**config.mk**
```make
export PLATFORM = sky130hd
export DESIGN_NAME = prefetch_dma_responder
export DESIGN_NICKNAME = d
export VERILOG_FILES = /design/src/rtl/prefetch_dma_responder.sv
export SDC_FILE = /design/constraint.sdc
export NUM_CORES = 1
export LEC_CHECK = 0
export CORE_MARGIN = 1.5
export CORE_UTILIZATION = 40
export CTS_CLUSTER_SIZE = 25
export DETAILED_ROUTE_END_ITERATION = 6
export GPL_TIMING_DRIVEN = 1
export MAX_ROUTING_LAYER = met4
export PLACE_DENSITY = 0.77
export SLEW_MARGIN = 20
export SYNTH_ARGS = -nofsm -noshare
export SYNTH_HDL_FRONTEND = slang
export SYNTH_SLANG_ARGS = --single-unit
```
**constraint.sdc**
```tcl
create_clock -name clk_i -period 11.3 [get_ports clk_i]
set_clock_uncertainty 0.2 [all_clocks]
set_input_delay 3.39 -clock clk_i [delete_from_list [all_inputs] [get_ports clk_i]]
set_output_delay 3.39 -clock clk_i [all_outputs]
set_load 0.005 [all_outputs]
```
**src/rtl/prefetch_dma_responder.sv**
```systemverilog
// Memory-side responder for the stream prefetcher: takes one line request,
// issues a single DMA line read, collects the returned words into a line
// buffer and presents the finished line as a one-cycle valid pulse.
module prefetch_dma_responder #(
  parameter int addr_width_p          = 32,
  parameter int data_width_p          = 32,
  parameter int block_size_in_words_p = 8
) (
  input  logic                                          clk_i,
  input  logic                                          reset_i,
  input  logic                                          prefetch_req_i,
  input  logic [addr_width_p-1:0]                       prefetch_addr_i,
  input  logic                                          demand_busy_i,
  output logic                                          busy_o,
  output logic                                          req_drop_o,
  output logic                                          dma_pkt_v_o,
  output logic [addr_width_p-1:0]                       dma_pkt_addr_o,
  input  logic                                          dma_pkt_ready_i,
  input  logic [data_width_p-1:0]                       dma_data_i,
  input  logic                                          dma_data_v_i,
  output logic                                          dma_data_ready_o,
  output logic [data_width_p*block_size_in_words_p-1:0] line_o,
  output logic                                          line_v_o
);

  localparam int line_bytes_lp = block_size_in_words_p * data_width_p / 8;
  localparam int ofs_lp        = $clog2(line_bytes_lp);
  localparam int cnt_w_lp      = $clog2(block_size_in_words_p);

  typedef enum logic [1:0] {
    IDLE,
    SEND_REQ,
    RECV,
    DONE
  } state_e;

  state_e                    state_r, state_n;
  logic [cnt_w_lp-1:0]       cnt_r;
  logic [addr_width_p-1:0]   addr_r;
  logic [addr_width_p-1:0]   addr_aligned;
  logic [data_width_p-1:0]   words_r [block_size_in_words_p];
  logic                      accept;
  logic                      word_en;
  logic                      cnt_last;

  // Line-align the incoming byte address by clearing the in-line offset bits.
  always_comb begin
    addr_aligned             = prefetch_addr_i;
    addr_aligned[ofs_lp-1:0] = '0;
  end

  assign accept   = (state_r == IDLE) && prefetch_req_i && !demand_busy_i;
  assign word_en  = (state_r == RECV) && dma_data_v_i;
  assign cnt_last = (cnt_r == cnt_w_lp'(block_size_in_words_p - 1));

  // State register plus request address, word counter and line buffer.
  always_ff @(posedge clk_i or posedge reset_i) begin
    if (reset_i) begin
      state_r <= IDLE;
      cnt_r   <= '0;
      addr_r  <= '0;
      for (int unsigned i = 0; i < block_size_in_words_p; i++) begin
        words_r[i] <= '0;
      end
    end else begin
      state_r <= state_n;
      if (accept) begin
        addr_r <= addr_aligned;
        cnt_r  <= '0;
      end
      if (word_en) begin
        words_r[cnt_r] <= dma_data_i;
        cnt_r          <= cnt_r + 1'b1;
      end
    end
  end

  // Next-state logic for the request/receive sequence.
  always_comb begin
    state_n = state_r;
    case (state_r)
      IDLE:     if (accept) state_n = SEND_REQ;
      SEND_REQ: if (dma_pkt_ready_i) state_n = RECV;
      RECV:     if (dma_data_v_i && cnt_last) state_n = DONE;
      DONE:     state_n = IDLE;
      default:  state_n = IDLE;
    endcase
  end

  // Port outputs decoded from the current state; line_o mirrors the buffer.
  always_comb begin
    busy_o           = (state_r != IDLE) || demand_busy_i;
    // Outside IDLE busy_o is already high, so any request there is dropped too.
    req_drop_o       = prefetch_req_i && busy_o;
    dma_pkt_v_o      = (state_r == SEND_REQ);
    dma_pkt_addr_o   = (state_r == SEND_REQ) ? addr_r : '0;
    dma_data_ready_o = (state_r == RECV);
    line_v_o         = (state_r == DONE);
    line_o           = '0;
    for (int unsigned i = 0; i < block_size_in_words_p; i++) begin
      line_o[i*data_width_p +: data_width_p] = words_r[i];
    end
  end

endmodule

```
======== Yosys cells after proc, flatten, opt, wreduce, memory -nomap -nowiden ========
Cells that the tools add are included.
operators by class
  reductions and logical operators ........ 12
  muxes and demuxes ....................... 10
  equality and inequality tests ........... 7
  bitwise operators ....................... 1
  add/subtract/negate cells ............... 1
  magnitude comparators ................... 2
operators by type and width
  kind                 count
  $bwmux 256           1
  $demux 32 s3         1
  $mux 32              2
  $pmux 2 s4           1
  $logic_and 1x1->1    6
  $mux 2               3
  $mux 3               2
  $eq 2x2->1 const B   2
  $ge 4x4->1 const B   1
  $lt 4x1->1 const B   1
  $ne 2x1->1 const B   2
  $not 3->4            1
  $reduce_bool 2->1    2
  $add 3x1->3 const B  1
  $eq 3x3->1 const B   1
  $reduce_and 3->1     1
  $eq 2x1->1 const B   1
  $logic_not 2->1      1
  $ne 2x2->1 const B   1
  $logic_not 1->1      1
  $logic_or 1x1->1     1
storage, ports and cells
  input port bits ......................... 70
  register bits ........................... 288

======== Logic depth before layout (Yosys ltp) ========
Gate-level depths: netlist of the first run.
  word-level depth ........................ 6
  depth in mapped cells ................... 7
  depth with buffers taken out ............ 5

======== Least setup slack after synthesis of the first run ========
Ideal clock, no wire load.
  kind .................................... in2out
  from .................................... in demand_busy_i
  to ...................................... out req_drop_o
  arrival time ............................ 3.700 ns
  path slack .............................. 4.010 ns
  cell stages on the path ................. 2
  required time ........................... 7.710 ns
  cells stage by stage .................... nand2b_1 > and2_1
between the ends
  cells in the longest elaborated chain, start to end .. 2
RTL lines
  what               line  RTL
  start, declared    13    input logic demand_busy_i,
  $logic_or 1x1->1   92    busy_o = (state_r != IDLE) || demand_busy_i;
  $logic_and 1x1->1  94    req_drop_o = prefetch_req_i && busy_o;
  end, declared      15    output logic req_drop_o,
No other way between the ends.

======== Final worst setup path of the first run ========
Ends and elaborated chain as after synthesis.

==> results of run 1 <==
## report_power, final
group	switching [W]	total [W]	internal, W	leakage, nW
clock	0.000406	0.00101	0.000600	0.514
combinational	0.000479	0.00156	0.00109	3.25
sequential	0.000213	0.00165	0.00144	3.76
total	0.00110	0.00422	0.00312	7.52
## kinds of logic (layout without fill, tap and decap cells)
kind of cell             after synthesis  in the layout
multiplexers                         284            284
buffers and inverters                 39            423
adder cells (fa/ha/maj)                7              7
AND/OR/NAND/NOR                       56             56
other                                  1              5
AO/OA/AOI/OAI                          3              3
flip-flops                           288            288
## critical path, delay by kind of cell
family / cells / cell delay (ns)
buf+inv: 2 / 0.98
simple gates: 2 / 0.27
## cells in the final DEF, fill, tap and decap left out
master | synthesis | routed
sky130_fd_sc_hd__clkdlybuf4s50_1 | 0 | 352
sky130_fd_sc_hd__dfrtp_1 | 288 | 288
sky130_fd_sc_hd__mux2_2 | 224 | 224
sky130_fd_sc_hd__mux2_4 | 60 | 60
sky130_fd_sc_hd__clkbuf_16 | 0 | 31
sky130_fd_sc_hd__and2_1 | 28 | 28
sky130_fd_sc_hd__clkbuf_8 | 0 | 12
sky130_fd_sc_hd__buf_4 | 5 | 10
sky130_fd_sc_hd__ha_1 | 7 | 7
sky130_fd_sc_hd__clkinv_2 | 0 | 7
sky130_fd_sc_hd__nor2_4 | 0 | 6
sky130_fd_sc_hd__nand2_1 | 6 | 6
sky130_fd_sc_hd__nand3_1 | 5 | 5
sky130_fd_sc_hd__conb_1 | 1 | 5
sky130_fd_sc_hd__nand2b_1 | 4 | 4
sky130_fd_sc_hd__clkinvlp_4 | 0 | 3
sky130_fd_sc_hd__clkbuf_1 | 5 | 3
sky130_fd_sc_hd__or3_2 | 0 | 2
sky130_fd_sc_hd__inv_1 | 3 | 2
sky130_fd_sc_hd__nand3_2 | 1 | 1
sky130_fd_sc_hd__nand3b_2 | 1 | 1
sky130_fd_sc_hd__nand3b_1 | 1 | 1
sky130_fd_sc_hd__nor2b_1 | 1 | 1
sky130_fd_sc_hd__a221oi_1 | 1 | 1
sky130_fd_sc_hd__nor2_1 | 7 | 1
sky130_fd_sc_hd__a21oi_1 | 1 | 1
sky130_fd_sc_hd__a2bb2oi_1 | 1 | 1
sky130_fd_sc_hd__bufinv_16 | 0 | 1
sky130_fd_sc_hd__buf_16 | 0 | 1
sky130_fd_sc_hd__buf_12 | 3 | 1
## metal layers
metal / track usage / vias to the layer above / routed length, um
li1: - / 3098 / -
met1: 0.247 / 3536 / 12000
met2: 0.329 / 250 / 14000
met3: 0.0525 / 44 / 2090
met4: 0.0530 / 0 / 718
met5: - / - / 0
## sequential cells by signal, indices dropped and copies added, names as in the netlist
signal	count
line_o	256
addr_r	27
cnt_r	3
state_r	2
## final timing paths
kind                               start     endpoint  slack, ns  depth (start not counted)
setup reg to reg              state_r[0]   line_o[13]       8.26                          6
min in group asynchronous        reset_i  line_o[152]       3.19                          2
hold reg to reg               addr_r[23]   addr_r[23]       0.30                          1
hold / removal                addr_r[23]   addr_r[23]       0.30                          1
max in group asynchronous        reset_i  line_o[115]       6.25                          4
setup / recovery           demand_busy_i   req_drop_o       3.07                          4
## stage by stage
step	std cells	setup WS [ns]
after floorplan	682	3.89
after global placement	1387	3.06
after detailed placement	1387	3.07
after CTS	1443	3.06
after global routing	1444	3.02
final	1444	3.07
## final cells by class
| type | instances | area (um2) | area share |
|---|---|---|---|
| multi-input combinational | 355 | 3920 | 0.241 |
| clock inverter | 10 | 80.1 | 0.00491 |
| sequential | 288 | 7210 | 0.442 |
| timing repair buffer | 364 | 3650 | 0.224 |
| inverter | 3 | 15.0 | 0.000921 |
| tap | 378 | 473 | 0.0290 |
| clock buffer | 46 | 952 | 0.0584 |
==> impl_metrics.json, run 1 <==
{
  "postRouteAntennaNets": 0,
  "fraction_of_the_mapped_netlist_area_in_compound_gates": 0.00199,
  "total_routing_usage_gr": 0.201,
  "tritoncts": "done",
  "grt_first_pass_wirelength_um": 43400,
  "clk_root_buffer_cell": "sky130_fd_sc_hd__clkbuf_16",
  "report.final.slew_viol_count": 0,
  "syn-mean-instance-area_um2": 16.7,
  "type_of_destination_of_the_critical_path": "primary output",
  "final-setup-viol-count": 0,
  "totalWireLength_um": 28800,
  "final_design_area_no_fill_um2": 16300,
  "ctsHoldBuffers": 0,
  "synth_sequential_area_ratio": 0.636,
  "tightestPinTransition_ns": 0.942,
  "max_freq_mhz": 122,
  "timing.max_slew.rel_slack": 0.370,
  "cells_after_synthesis": 678,
  "core_area_um2": 27900,
  "post_cts_repair_resize_count": 0,
  "worst-setup-path-type": "primary input to primary output",
  "grt_remaining_overflow": 0,
  "remaining_drc_errors": 0,
  "synth_flop_cell": "sky130_fd_sc_hd__dfrtp_1",
  "critPathMostFrequentCell": "sky130_fd_sc_hd__clkdlybuf4s50_1",
  "area_fraction_in_and_or_nand_and_nor_cells_after_synthesis": 0.0284,
  "min_period_ns": 8.23,
  "path_cells": "clkdlybuf4s50_1 -> nand2b_1 -> and2_1 -> clkdlybuf4s50_1",
  "fraction_of_synthesized_area_in_multiplexers": 0.302,
  "run_status": "finished, final reports clean",
  "yosysTopAreaCell": "sky130_fd_sc_hd__dfrtp_1",
  "irDropWorstVdd_uv": 177,
  "synth_edf_count": 0,
  "data_required_time_at_the_worst_endpoint_ns": 7.71,
  "fraction_of_final_layout_cells_with_drive_strength_greater_than_1": 0.338,
  "clock_sink_count": 288,
  "combinational_family_with_the_most_area_after_synthesis": "multiplexers",
  "max-clock-path-buffers": 3,
  "post-route-period-util": 0.728,
  "worst-path-max-fanout": 3,
  "rows": 61,
  "fin_setup_tns_ns": 0,
  "fp.dieArea_um2": 29400,
  "insertion_delay_ns": 0.55,
  "synth_largest_type_area_fraction": 0.636,
  "post-route-util": 0.585,
  "ys_warn_count": 0,
  "nets": 1120,
  "globalplace.congestion": 0.754,
  "synth_area_um2": 11300,
  "area_growth_syn_to_layout_pct": 43.8,
  "max_cap_viol_count": 0,
  "clk_pin_slew_worst_paths_ns": 0.06,
  "worst_hold_check_slack_ns": 0.296,
  "detailed_place_hpwl_um": 18900,
  "routed-via-count": 6928,
  "leakage_power_of_the_design_nw": 7.52,
  "avgRoutedWirePerCell_um": 19.9,
  "grt_setup_unrepaired": "no",
  "hold_viol_final": 0,
  "fin_total_pwr_w": 0.00422,
  "powerDensity_nw_per_um2": 259,
  "drt_first_iter_violations": 306,
  "largest_net_degree_at_the_start_of_global_routing": 178,
  "total_cts_buffers": 31,
  "grt_antenna_before_repair": 0,
  "dpl-instance-area_um2": 15200,
  "critical_path.startpoint_type": "primary input",
  "crit_path_top_delay_cell": "sky130_fd_sc_hd__clkdlybuf4s50_1",
  "ios": 363,
  "synthDistinctLibCells": 24,
  "first_global_vias": 7253,
  "post-cts-setup-buffer-count": 0,
  "synth_top_cells_by_area": "sky130_fd_sc_hd__dfrtp_1 (64%), sky130_fd_sc_hd__mux2_2 (22%), sky130_fd_sc_hd__mux2_4 (7.9%)",
  "port_buffers": 352,
  "fillers": 2143,
  "start_util": 0.407,
  "yosysMostFrequentCell": "sky130_fd_sc_hd__dfrtp_1",
  "synthXorXnorAreaFrac": 0,
  "register_bit_count_reported_by_yosys": 288,
  "max_stage_delay_ns": 0.51,
  "detail_route.vias_per_cell": 4.80,
  "synth-async-reset-ratio": 1.00,
  "critPathArrivalTime_ns": 4.64,
  "synth.cells.most_frequent": "sky130_fd_sc_hd__dfrtp_1 (288), sky130_fd_sc_hd__mux2_2 (224), sky130_fd_sc_hd__mux2_4 (60), sky130_fd_sc_hd__and2_1 (28), sky130_fd_sc_hd__buf_2 (19)",
  "synth-adder-area-share": 0.00773,
  "holdCritPathClass": "flip-flop to flip-flop",
  "die_x_um": 171,
  "n_antenna_cell": 0,
  "clock_tree.htree_level_count": 1,
  "pre_repair_dr_iteration_count": 4,
  "die-height_um": 171
}
Power figures use the tool's default switching activity.
==> run 2: changes to the inputs <==
==> constraint.sdc (replaced) <==
create_clock -name clk_i -period 6.7 [get_ports clk_i]
set_clock_uncertainty 0.2 [all_clocks]
set_input_delay 2.01 -clock clk_i [delete_from_list [all_inputs] [get_ports clk_i]]
set_output_delay 2.01 -clock clk_i [all_outputs]
set_load 0.005 [all_outputs]
==> impl_metrics.json, run 2 (same netlist as run 1, synthesis figures left out) <==
{
  "max-clock-path-buffers": 3,
  "max_cap_viol_count": 0,
  "sequential_cell_area_um2": 7210,
  "n_antenna_cell": 0,
  "grt_setup_unrepaired": "no",
  "ctsHoldBuffers": 0,
  "routed-via-count": 7025,
  "timing.max_slew.rel_slack": 0.366,
  "clock_sink_count": 288,
  "first_global_vias": 7421,
  "fillers": 2188,
  "nets": 1120,
  "post-cts-setup-buffer-count": 0,
  "rows": 61,
  "internal_power_w": 0.00533,
  "placedCellCount": 1387,
  "type_of_destination_of_the_critical_path": "primary output",
  "core_area_um2": 27900,
  "hold_viol_final": 0,
  "part_of_the_power_in_registers": 0.388,
  "total_routing_usage_gr": 0.202,
  "drt_first_iter_violations": 220,
  "leakage_power_of_the_design_nw": 7.53,
  "report.final.slew_viol_count": 0,
  "detail_route.vias_per_cell": 4.86,
  "run_status": "finished, final reports clean",
  "insertion_delay_ns": 0.55,
  "ios": 363,
  "grt_antenna_before_repair": 0,
  "final_design_area_no_fill_um2": 16300,
  "worst-path-buf-inv": 2,
  "post-route-period-util": 0.820,
  "grt_first_pass_wirelength_um": 43900,
  "grt_remaining_overflow": 0,
  "critical-path-top-delay-family": "buffers and inverters",
  "data_required_time_at_the_worst_endpoint_ns": 4.49,
  "clock_power_share": 0.244,
  "largest_net_degree_at_the_start_of_global_routing": 208,
  "avgRoutedWirePerCell_um": 19.9,
  "instances_no_fill": 1445,
  "totalWireLength_um": 28800,
  "clk_root_buffer_cell": "sky130_fd_sc_hd__clkbuf_16",
  "globalplace.congestion": 0.756,
  "powerDensity_nw_per_um2": 440,
  "final-setup-viol-count": 0,
  "layout_common_cells": "sky130_fd_sc_hd__clkdlybuf4s50_1 (352), sky130_fd_sc_hd__dfrtp_1 (288), sky130_fd_sc_hd__mux2_2 (224), sky130_fd_sc_hd__mux2_4 (60), sky130_fd_sc_hd__clkbuf_16 (31)",
  "remaining_drc_errors": 0,
  "clock_tree.htree_level_count": 1,
  "min_period_ns": 5.49,
  "worst-setup-path-type": "primary input to primary output",
  "holdCritPathClass": "flip-flop to flip-flop",
  "fraction_of_final_layout_cells_with_drive_strength_greater_than_1": 0.336,
  "tightestPinTransition_ns": 0.948,
  "critPathArrivalTime_ns": 3.28,
  "tritoncts": "done",
  "path_cells": "clkdlybuf4s50_1 -> nand2b_1 -> and2_1 -> clkdlybuf4s50_1",
  "die-height_um": 171,
  "fp.dieArea_um2": 29400,
  "largest_register_ffs": 256,
  "crit_path_top_delay_cell": "sky130_fd_sc_hd__clkdlybuf4s50_1",
  "p_comb_frac": 0.368,
  "irDropWorstVdd_uv": 252,
  "detailed_place_hpwl_um": 19400,
  "area_growth_syn_to_layout_pct": 44.2,
  "clk_pin_slew_worst_paths_ns": 0.06,
  "pre_repair_dr_iteration_count": 4,
  "net_switching_component_of_the_power_w": 0.00186,
  "total_cts_buffers": 31,
  "worst-path-max-fanout": 3,
  "critical_path.startpoint_type": "primary input",
  "critPathMostFrequentCell": "sky130_fd_sc_hd__clkdlybuf4s50_1",
  "post_cts_repair_resize_count": 0,
  "die_x_um": 171,
  "port_buffers": 352,
  "dpl-instance-area_um2": 15200,
  "fin_setup_tns_ns": 0,
  "postRouteAntennaNets": 0,
  "multi_input_area_um2": 3920,
  "commonest_non_fill_non_tap_cell_in_the_layout": "sky130_fd_sc_hd__clkdlybuf4s50_1",
  "start_util": 0.407,
  "switching_share": 0.258,
  "max_freq_mhz": 182,
  "max_stage_delay_ns": 0.51
}
[run 2: cell count changes in the layout (fill, tap and decap cells not counted)]
cell	previous run	this run
sky130_fd_sc_hd__clkinv_2	7	3
sky130_fd_sc_hd__clkbuf_1	3	6
sky130_fd_sc_hd__bufinv_16	1	3
sky130_fd_sc_hd__clkbuf_8	12	10
sky130_fd_sc_hd__buf_4	10	9
sky130_fd_sc_hd__buf_6	0	1
sky130_fd_sc_hd__clkinv_4	0	1
sky130_fd_sc_hd__inv_6	0	1
[run 2: metrics by stage]
stage / setup WS (ns) / utilization / hold slack, ns / power (W)
global route: 1.16 / 0.587 / 0.313 / 0.00758
CTS: 1.19 / 0.585 / 0.298 / 0.00728
floorplan: 0.671 / - / 0.271 / 0.00382
detailed placement: 1.19 / 0.547 / 0.285 / 0.00549
global placement: 1.22 / 0.547 / 0.278 / 0.00540
finish: 1.21 / 0.587 / 0.294 / 0.00719
[run 2: per-layer routing]
layer	track usage	up-vias	wire length [um]
met3	0.0550	44	2240
met1	0.247	3636	11600
met5	-	-	0
met4	0.0534	0	609
met2	0.331	255	14300
li1	-	3090	-
[run 2: final cells by class]
cell class,count,area share
clock buffer,47,0.0573
clock inverter,10,0.00842
inverter,3,0.000919
multi-input combinational,355,0.240
sequential,288,0.441
tap,378,0.0289
timing repair buffer,364,0.223
[run 2: final timing paths]
| path | slack (ns) | end | from | depth (start not counted) |
|---|---|---|---|---|
| min in group asynchronous | 1.75 | line_o[61] | reset_i | 3 |
| max in group asynchronous | 3.61 | line_o[121] | reset_i | 4 |
| min reg2reg | 0.29 | addr_r[13] | addr_r[13] | 1 |
| max | 1.21 | req_drop_o | demand_busy_i | 4 |
| min | 0.29 | addr_r[13] | addr_r[13] | 1 |
| max reg2reg | 3.65 | line_o[17] | state_r[0] | 6 |
[run 2: power by group through the flow]
stage / combinational [W] / clock (W) / sequential (W)
2_1_floorplan: 0.00100 / 0 / 0.00282
3_3_place_gp: 0.00262 / 0 / 0.00278
3_5_place_dp: 0.00267 / 0 / 0.00281
4_1_cts: 0.00269 / 0.00179 / 0.00279
5_1_grt: 0.00284 / 0.00186 / 0.00288
6_report: 0.00265 / 0.00175 / 0.00279
==> run 3: changes to the inputs <==
==> constraint.sdc (replaced) <==
create_clock -name clk_i -period 4.4 [get_ports clk_i]
set_clock_uncertainty 0.2 [all_clocks]
set_input_delay 1.32 -clock clk_i [delete_from_list [all_inputs] [get_ports clk_i]]
set_output_delay 1.32 -clock clk_i [all_outputs]
set_load 0.005 [all_outputs]
==> impl_metrics.json, run 3 (same netlist as run 1, synthesis figures left out) <==
{
  "run_status": "finished, final reports clean",
  "max_freq_mhz": 245,
  "avgRoutedWirePerCell_um": 19.9,
  "tightestPinTransition_ns": 0.605,
  "post-route-util": 0.588,
  "clk_pin_slew_worst_paths_ns": 0.05,
  "detail_route.vias_per_cell": 4.83,
  "irDropWorstVdd_uv": 390,
  "pre_repair_dr_iteration_count": 4,
  "ctsHoldBuffers": 0,
  "worst-path-buf-inv": 2,
  "n_antenna_cell": 0,
  "data_required_time_at_the_worst_endpoint_ns": 2.88,
  "max_cap_viol_count": 0,
  "port_buffers": 352,
  "setup_ws_ns": 0.319,
  "fin_total_pwr_w": 0.0109,
  "postRouteAntennaNets": 0,
  "grt_setup_unrepaired": "no",
  "largest_register_ffs": 256,
  "critical-path-top-delay-family": "buffers and inverters",
  "fp.dieArea_um2": 29400,
  "worst-setup-path-type": "primary input to primary output",
  "placedCellCount": 1394,
  "total_cts_buffers": 30,
  "globalplace.congestion": 0.749,
  "commonest_non_fill_non_tap_cell_in_the_layout": "sky130_fd_sc_hd__clkdlybuf4s50_1",
  "leakage_power_of_the_design_nw": 7.55,
  "drt_first_iter_violations": 217,
  "grt_antenna_before_repair": 0,
  "powerDensity_nw_per_um2": 666,
  "grt_first_pass_wirelength_um": 43600,
  "clk_root_buffer_cell": "sky130_fd_sc_hd__clkbuf_16",
  "nets": 1125,
  "start_util": 0.407,
  "critical_path.startpoint_type": "primary input",
  "clock_sink_count": 288,
  "worst_hold_check_slack_ns": 0.294,
  "area_growth_syn_to_layout_pct": 44.5,
  "total_routing_usage_gr": 0.201,
  "fillers": 2170,
  "detailed_place_hpwl_um": 19500,
  "post-cts-setup-buffer-count": 0,
  "max-clock-path-buffers": 3,
  "rows": 61,
  "core_area_um2": 27900,
  "worst-path-max-fanout": 3,
  "fraction_of_final_layout_cells_with_drive_strength_greater_than_1": 0.334,
  "layout_common_cells": "sky130_fd_sc_hd__clkdlybuf4s50_1 (352), sky130_fd_sc_hd__dfrtp_1 (288), sky130_fd_sc_hd__mux2_2 (224), sky130_fd_sc_hd__mux2_4 (60), sky130_fd_sc_hd__clkbuf_16 (31)",
  "critPathArrivalTime_ns": 2.56,
  "sequential_cell_area_um2": 7210,
  "final-setup-viol-count": 0,
  "clock_tree.htree_level_count": 1,
  "largest_net_degree_at_the_start_of_global_routing": 92,
  "totalWireLength_um": 28800,
  "instances_no_fill": 1448,
  "first_global_vias": 7454,
  "hold_viol_final": 0,
  "path_cells": "clkdlybuf4s50_1 -> nand2b_1 -> and2_1 -> clkdlybuf4s50_1",
  "max_stage_delay_ns": 0.51,
  "ios": 363,
  "timing.max_slew.rel_slack": 0.597,
  "min_period_ns": 4.08,
  "multi_input_area_um2": 3920,
  "grt_remaining_overflow": 0,
  "post-route-period-util": 0.928,
  "holdCritPathClass": "flip-flop to flip-flop",
  "die-height_um": 171,
  "report.final.slew_viol_count": 0,
  "post-place-ws_ns": 0.317,
  "post_cts_repair_resize_count": 0,
  "critPathMostFrequentCell": "sky130_fd_sc_hd__clkdlybuf4s50_1",
  "routed-via-count": 6994,
  "crit_path_top_delay_cell": "sky130_fd_sc_hd__clkdlybuf4s50_1",
  "type_of_destination_of_the_critical_path": "primary output",
  "die_x_um": 171,
  "remaining_drc_errors": 0,
  "tritoncts": "done",
  "insertion_delay_ns": 0.54
}
run 3: layer usage:
layer  track usage  wire [um]
met5             -          0
met2         0.326      13800
met1         0.245      12000
met4        0.0683       1030
met3        0.0513       2080
run 3: final cells by class:
cell class                 instances  share of cell area
tap                              378              0.0289
multi-input combinational        355               0.239
timing repair buffer             370               0.228
clock inverter                     8             0.00871
clock buffer                      46              0.0539
inverter                           3            0.000917
sequential                       288               0.440
run 3: worst paths after layout:
kind | from | to | slack [ns] | cells past startpoint
max | demand_busy_i | req_drop_o | 0.32 | 4
min | addr_r[15] | addr_r[15] | 0.29 | 1
max reg2reg | state_r[0] | line_o[53] | 1.64 | 6
min reg2reg | addr_r[15] | addr_r[15] | 0.29 | 1
max in group asynchronous | reset_i | line_o[132] | 2.14 | 3
min in group asynchronous | reset_i | line_o[160] | 0.94 | 2
run 3: stage by stage:
stage	instance area, um2	setup TNS, ns
after global placement	15300	0
after floorplan	11400	-270.49
final	16400	0
after detailed placement	15300	0
after global routing	16400	0
after CTS	16400	0
run 3: power breakdown:
part           leakage, nW  switching, W  internal [W]  total, W
clock                0.498      0.000997       0.00160   0.00260
combinational         3.30       0.00124       0.00280   0.00404
sequential            3.76      0.000562       0.00370   0.00426
total                 7.55       0.00280       0.00810    0.0109
